**src/rtl/po2_quantise.sv**
```systemverilog
// Signed Q(I).(F) weight -> (zero, negative, log2) power-of-two encoder using an iterative leading-one scan.
// Optional quantisation-error output enabled by defining PO2_QUANTISE_ERR_EN.
module po2_quantise #(
  parameter int W         = 16,
  parameter int I         = 4,
  parameter int MAX_SHIFT = 10
) (
  input  logic         clk,
  input  logic         rst,
  input  logic         in_valid,
  output logic         in_ready,
  input  logic [W-1:0] weight,
  output logic         out_valid,
  input  logic         out_ready,
  output logic         zero_weight,
  output logic         negative_weight,
`ifdef PO2_QUANTISE_ERR_EN
  output logic [W-1:0] quant_err,
`endif
  output logic [W-1:0] log_2_weight
);

  localparam int F  = W - I;
  localparam int PW = $clog2(W) + 1;

  typedef enum logic [2:0] {S_IDLE, S_ABS, S_SCAN, S_ROUND, S_DONE} state_t;

  state_t                r_state;
  state_t                w_next;
  logic signed [W-1:0]   r_weight;
  logic        [W-1:0]   r_mag;
  logic        [PW-1:0]  r_pos;
  logic                  r_sign;
  logic                  r_out_valid;
  logic                  r_zero;
  logic                  r_neg;
  logic        [W-1:0]   r_k;
  logic        [PW-1:0]  w_k;
  logic                  w_k_zero;
  logic                  w_in_zero;

  // Magnitude with the most negative code clamped so it stays representable.
  function automatic logic [W-1:0] sat_abs(input logic signed [W-1:0] v);
    logic [W-1:0] u;
    u = $unsigned(v);
    if (u == {1'b1, {(W-1){1'b0}}})
      return {1'b0, {(W-1){1'b1}}};
    else if (u[W-1])
      return ~u + {{(W-1){1'b0}}, 1'b1};
    else
      return u;
  endfunction

  // Round-to-nearest shift amount from leading-one index p and the bit just below it.
  function automatic logic [PW-1:0] round_k(input logic [PW-1:0] p, input logic below);
    logic [PW-1:0] k;
    if (p >= PW'(F)) begin
      k = '0;
    end else begin
      k = PW'(F) - p;
      if ((p != '0) && below)
        k = k - PW'(1);
    end
    return k;
  endfunction

`ifdef PO2_QUANTISE_ERR_EN
  logic [W-1:0] r_err;

  // Error against the unsaturated weight; the quantised value is +/-2^(F-k) LSBs or zero.
  function automatic logic signed [W-1:0] quant_error(input logic signed [W-1:0] w,
                                                      input logic [PW-1:0] k,
                                                      input logic zero);
    logic signed [W:0] wx;
    logic signed [W:0] q;
    logic signed [W:0] d;
    wx = $signed({w[W-1], w});
    q  = '0;
    if (!zero) begin
      q = $signed((W+1)'(1) << (PW'(F) - k));
      if (w[W-1])
        q = -q;
    end
    d = wx - q;
    return $signed(d[W-1:0]);
  endfunction

  assign quant_err = r_err;
`endif

  assign in_ready        = (r_state == S_IDLE);
  assign out_valid       = r_out_valid;
  assign zero_weight     = r_zero;
  assign negative_weight = r_neg;
  assign log_2_weight    = r_k;

  assign w_in_zero = (r_weight == '0);
  assign w_k       = round_k(r_pos, r_mag[W-2]);
  assign w_k_zero  = (w_k > PW'(MAX_SHIFT));

  always_ff @(posedge clk) begin
    if (rst)
      r_state <= S_IDLE;
    else
      r_state <= w_next;
  end

  always_comb begin
    w_next = r_state;
    unique case (r_state)
      S_IDLE:  if (in_valid) w_next = S_ABS;
      S_ABS:   w_next = w_in_zero ? S_DONE : S_SCAN;
      S_SCAN:  if (r_mag[W-1]) w_next = S_ROUND;
      S_ROUND: w_next = S_DONE;
      S_DONE:  if (out_ready) w_next = S_IDLE;
      default: w_next = S_IDLE;
    endcase
  end

  // Working registers: latch, normalise, shift until the leading one reaches the MSB.
  always_ff @(posedge clk) begin
    unique case (r_state)
      S_IDLE: begin
        if (in_valid) begin
          r_weight <= $signed(weight);
          r_sign   <= weight[W-1];
        end
      end
      S_ABS: begin
        r_mag <= sat_abs(r_weight);
        r_pos <= PW'(W-1);
      end
      S_SCAN: begin
        if (!r_mag[W-1]) begin
          r_mag <= r_mag << 1;
          r_pos <= r_pos - PW'(1);
        end
      end
      default: ;
    endcase
  end

  // Visible outputs only update on entry to DONE so they never glitch mid-conversion.
  always_ff @(posedge clk) begin
    if (rst) begin
      r_out_valid <= 1'b0;
      r_zero      <= 1'b0;
      r_neg       <= 1'b0;
      r_k         <= '0;
`ifdef PO2_QUANTISE_ERR_EN
      r_err       <= '0;
`endif
    end else begin
      unique case (r_state)
        S_ABS: begin
          if (w_in_zero) begin
            r_out_valid <= 1'b1;
            r_zero      <= 1'b1;
            r_neg       <= 1'b0;
            r_k         <= '0;
`ifdef PO2_QUANTISE_ERR_EN
            r_err       <= '0;
`endif
          end
        end
        S_ROUND: begin
          r_out_valid <= 1'b1;
          r_neg       <= r_sign;
          r_zero      <= w_k_zero;
          r_k         <= w_k_zero ? '0 : W'(w_k);
`ifdef PO2_QUANTISE_ERR_EN
          r_err       <= quant_error(r_weight, w_k, w_k_zero);
`endif
        end
        S_DONE: begin
          if (out_ready)
            r_out_valid <= 1'b0;
        end
        default: ;
      endcase
    end
  end

endmodule

```
**config.mk**
```make
export PLATFORM = sky130hd
export DESIGN_NAME = po2_quantise
export DESIGN_NICKNAME = d
export VERILOG_FILES = /design/src/rtl/po2_quantise.sv
export SDC_FILE = /design/constraint.sdc
export NUM_CORES = 1
export LEC_CHECK = 0
export CORE_MARGIN = 4
export CORE_UTILIZATION = 30
export CTS_CLUSTER_SIZE = 20
export DETAILED_ROUTE_END_ITERATION = 8
export GPL_ROUTABILITY_DRIVEN = 0
export SETUP_SLACK_MARGIN = 0.4
export SLEW_MARGIN = 20
export SYNTH_ARGS = -nofsm -noshare
export SYNTH_HDL_FRONTEND = slang
export SYNTH_SLANG_ARGS = --single-unit
```
**constraint.sdc**
```tcl
create_clock -name clk -period 4.9 [get_ports clk]
set_clock_uncertainty 0.15 [all_clocks]
set_input_delay 0.98 -clock clk [delete_from_list [all_inputs] [get_ports clk]]
set_output_delay 0.98 -clock clk [all_outputs]
set_load 0.05 [all_outputs]
```
### Yosys cells after proc, flatten, opt, wreduce, memory -nomap -nowiden

Index checks and enable logic that the tools add are counted.
Widths: inputs -> output; s select.

* input port bits: 20
* logic and storage cells: 61
* bits in latches: 0
* memories: 0
* memory bits (writable): 0
* bits in registers: 60
* ROM bits: 0

* reduce and logical (&&, ||, !) cells: 12
* eq/ne operators: 10
* shifts and indexed selects: 0
* multiplexer cells: 22
* $add $sub $neg: 4
* bitwise operators: 1
* $lt $le $gt $ge: 2
* multiply operators: 0
* divide/modulo/power cells: 0

Operators with widths (number)
* $mux 16: 4
* $pmux 16 s2: 2
* $mux 5: 4
* $add 16x1->16 const B: 1
* $eq 16x16->1 const B: 1
* $logic_not 16->1: 1
* $not 16->16: 1
* $pmux 3 s5: 1
* $mux 3: 4
* $ne 2x2->1 const B: 5
* $pmux 5 s2: 1
* $sub 5x1->5 const B: 2
* $eq 3x2->1 const B: 2
* $reduce_and 2->1: 3
* $reduce_and 3->1: 2
* $ge 5x4->1 const B: 1
* $gt 5x4->1 const B: 1
* $reduce_bool 5->1: 1
* $sub 4x5->5 const A: 1
* $pmux 1 s2: 2
* $reduce_bool 2->1: 2
* $eq 3x1->1 const B: 1
* $eq 3x3->1 const B: 1
* $logic_not 3->1: 1
* 4 further kinds: 6

### Longest topological paths before layout

* depth after elaboration: 7
* mapped depth: 9
* depth with buffers taken out: 7

### Least setup slack after synthesis

OpenSTA, ideal clock, no wires.

* path type: reg2out
* from: register r_state[0]
* to: output in_ready
* buffers on the path: 1
* cell stages (with the launch flop): 3
* path slack: 2.192 ns
* data arrival time: 1.578 ns
* cells stage by stage: dfxtp_1 > clkbuf_1 > nor3_1

* longest elaborated chain between the ends: 1

RTL lines
* start: declaration: line 28 `state_t r_state;`
* start signal: assignment: line 105 `r_state <= w_next;`
* $logic_not 3->1: line 91 `assign in_ready = (r_state == S_IDLE);`
* end: declaration: line 11 `output logic in_ready,`

Every way passes these cells.

### Worst setup path after layout

Ends and elaborated chain as after synthesis.

==> metrics.cfg <==
[outcome]
status=finished, final reports clean

[clock_network]
cts_resized=0
numClockSinks=48
htree_levels=2
cts_made_buffers=5
clk_path_buf_depth=2
tritoncts=built
root_buffer=clkbuf_8
clkLatencyLatePin_ns=0.29
post_cts_buffers=0
cts.clk_slew.worst_paths_ns=0.08
ctsHoldBuffers=0

[setup_path]
cp.required_ns=3.77
path_delay_family=buffers and inverters
r2r_slack_ns=2.33
crit_buf_inv=1
endpoint_kind=output pin
cp_max_fo=9
cp-start-kind=register
r2r-start=r_pos[0]
rr_endpoint=log_2_weight[0]
crit_type=reg2out
slowest_delay_ns=0.84
crit_chain=nor3_1 -> clkdlybuf4s50_1
rr_worst_depth=7
slowest_stage=clkdlybuf4s50_1
arrival_ns=1.75

[timing]
timing.fmax_ghz=0.347
setup_violations=0
fin_crit_sh_pct=58.8
finalCriticalPeriod_ns=2.88
drv_slew=0
hold_violations=0
worst_pin_slew_ns=0.654
rsz0062_at_grt=no
worst_slack_ns=2.02
final.setup.tns_ns=0
relSlewSlack_pct=56.4

[place]
port-buffer-count=28
place_ws_ns=2.27
dp.final_hpwl_um=3440

[logic_synthesis]
syn_area_um2=2620
synth_edf_count=37
postSynthAreaPerCell_um2=10.2
synthFlopType=edfxtp_1
ys_warn_count=0
synth_top_area_share_pct=42.5
ys_seq_area_share_pct=50.9
async_flop_share_pct=0
ys_top_cells_by_area=edfxtp_1 (42%), dfxtp_1 (8.4%), xnor2_1 (3.3%), nor2_1 (3.3%), buf_4 (3.2%)
ys_ff_latch=48
synth_top_area_cell=edfxtp_1
syn_inst=256
synthDistinctLibCells=54

[layout]
diodes=0
drive_gt1_share_pct=6.76
num-fill-cells=842
regArea_um2=1330
final_nets=302
postLayoutCoreUtil_pct=36.7
areaGrowthSynthToFinish_pct=17.1
multi_input_area_um2=1140

[floorplanning]
die_x_um=101
coreArea_um2=8340
row_count=33
fp.dieArea_um2=10300
initial_utilization_pct=31.4
dieHeight_um=101
io_pins=40

[flow_run]
max_cap_violations=0

[routing]
drc=0
firstDrtPassIters=4
vias=1904
via_per_inst=4.93
ant_nets=0
drt_iter0_drc=88
routed_wl_um=4740
wl_per_cell_um=12.3

[hold_path]
worstHoldPathType=reg2reg
hp-start=log_2_weight[4]
holdPathEnd=log_2_weight[4]
min_path_cells=1

[global_routing]
grt_pass1_vias=1759
grt_usage_pct=9.39
grt_pass1_wl_um=7960
overflow=0
antenna_found_initial=0
grt_start_max_net_pins=34

[power]
max-vdd-ir-drop_mv=0.162
power.density_nw_per_um2=303
p_leak_nw=1.07

## cell families after synthesis
family                     share of synthesized area, %
DFF                                                50.9
other                                             0.143
adders and majority gates                         0.957
and+or+nand+nor                                    19.3
AOI/OAI and AO/OA                                  16.3
muxes                                             0.813
buffers and inverters                              6.94
xor gates and xnor gates                           4.69
## how the worst max path moves through the flow
stage | start | to | cells past startpoint
global placement | rst | log_2_weight[1] | 5
floorplan | r_state[0] | in_ready | 2
CTS | r_state[0] | in_ready | 2
global route | r_state[0] | in_ready | 2
detailed placement | rst | log_2_weight[1] | 5
finish | r_state[0] | in_ready | 2
## per-layer routing
metal  track usage, %  wire length [µm]  vias up
met1             12.2              2240      877
met2             15.2              2210       55
met5                0                 0        -
met4             3.99                67        0
met3             1.86               228        7
li1                 -                 -      965
## synthesized netlist by cell type, types with 2 or more instances
cell       n
xnor2_1   10
nor3_1     8
nand3_1    7
buf_4     11
a32o_1     6
xor2_1     4
nor2_1    23
buf_2      4
and2_1     3
o22ai_1    3
o41ai_1    2
o21a_1     3
a31oi_1    3
inv_1     12
dfxtp_1   11
nor4_1     4
ha_1       2
or2_2      2
nor2b_1    3
clkbuf_1   9
a22oi_1    4
o31ai_1    2
a21oi_1   14
a211oi_1   4
nand2_1   19
nand3b_1   2
edfxtp_1  37
or3_1      4
nand2b_1   7
o21ai_0    9
## per-stage QoR
| step | hold slack [ns] | total power [mW] | instance area, µm² | std cells |
|---|---|---|---|---|
| after detailed placement | 0.300 | 0.668 | 2960 | 378 |
| after CTS | 0.322 | 0.941 | 3060 | 386 |
| after global placement | 0.292 | 0.665 | 2960 | 378 |
| final | 0.318 | 0.928 | 3060 | 386 |
| after global routing | 0.341 | 0.976 | 3060 | 386 |
| after floorplan | 0.371 | 0.630 | 2650 | 266 |
## power by group
part / internal [mW] / switching, mW
clock: 0.149 / 0.122
combinational: 0.0592 / 0.0916
sequential: 0.481 / 0.0260
total: 0.689 / 0.239
## sequential cells by signal, indices dropped and copies added, names as in the netlist
| signal | flops |
|---|---|
| log_2_weight | 5 |
| r_weight | 16 |
| zero_weight | 1 |
| r_mag | 16 |
| r_state | 3 |
| r_pos | 5 |
| negative_weight | 1 |
| out_valid | 1 |
## layout make-up
cell class	instances	share of cell area (%)
repair buffers	31	9.89
flip-flops and latches	48	43.5
well taps	105	4.29
inverters	12	1.47
clock inverters	3	1.23
multi-input cells	182	37.4
clock buffers	5	2.25
## cell usage in the layout, fill, tap and decap left out, drive strengths merged, types with 5 or more instances in the layout
cell type,count
edfxtp,37
clkdlybuf4s50,28
nor2,23
nand2,19
a21oi,15
inv,12
conb,11
dfxtp,11
xnor2,10
o21ai,9
nor3,8
nand3,7
nand2b,7
a32o,6
clkbuf,5
nor4,5
(Power assumes the default switching activity.)
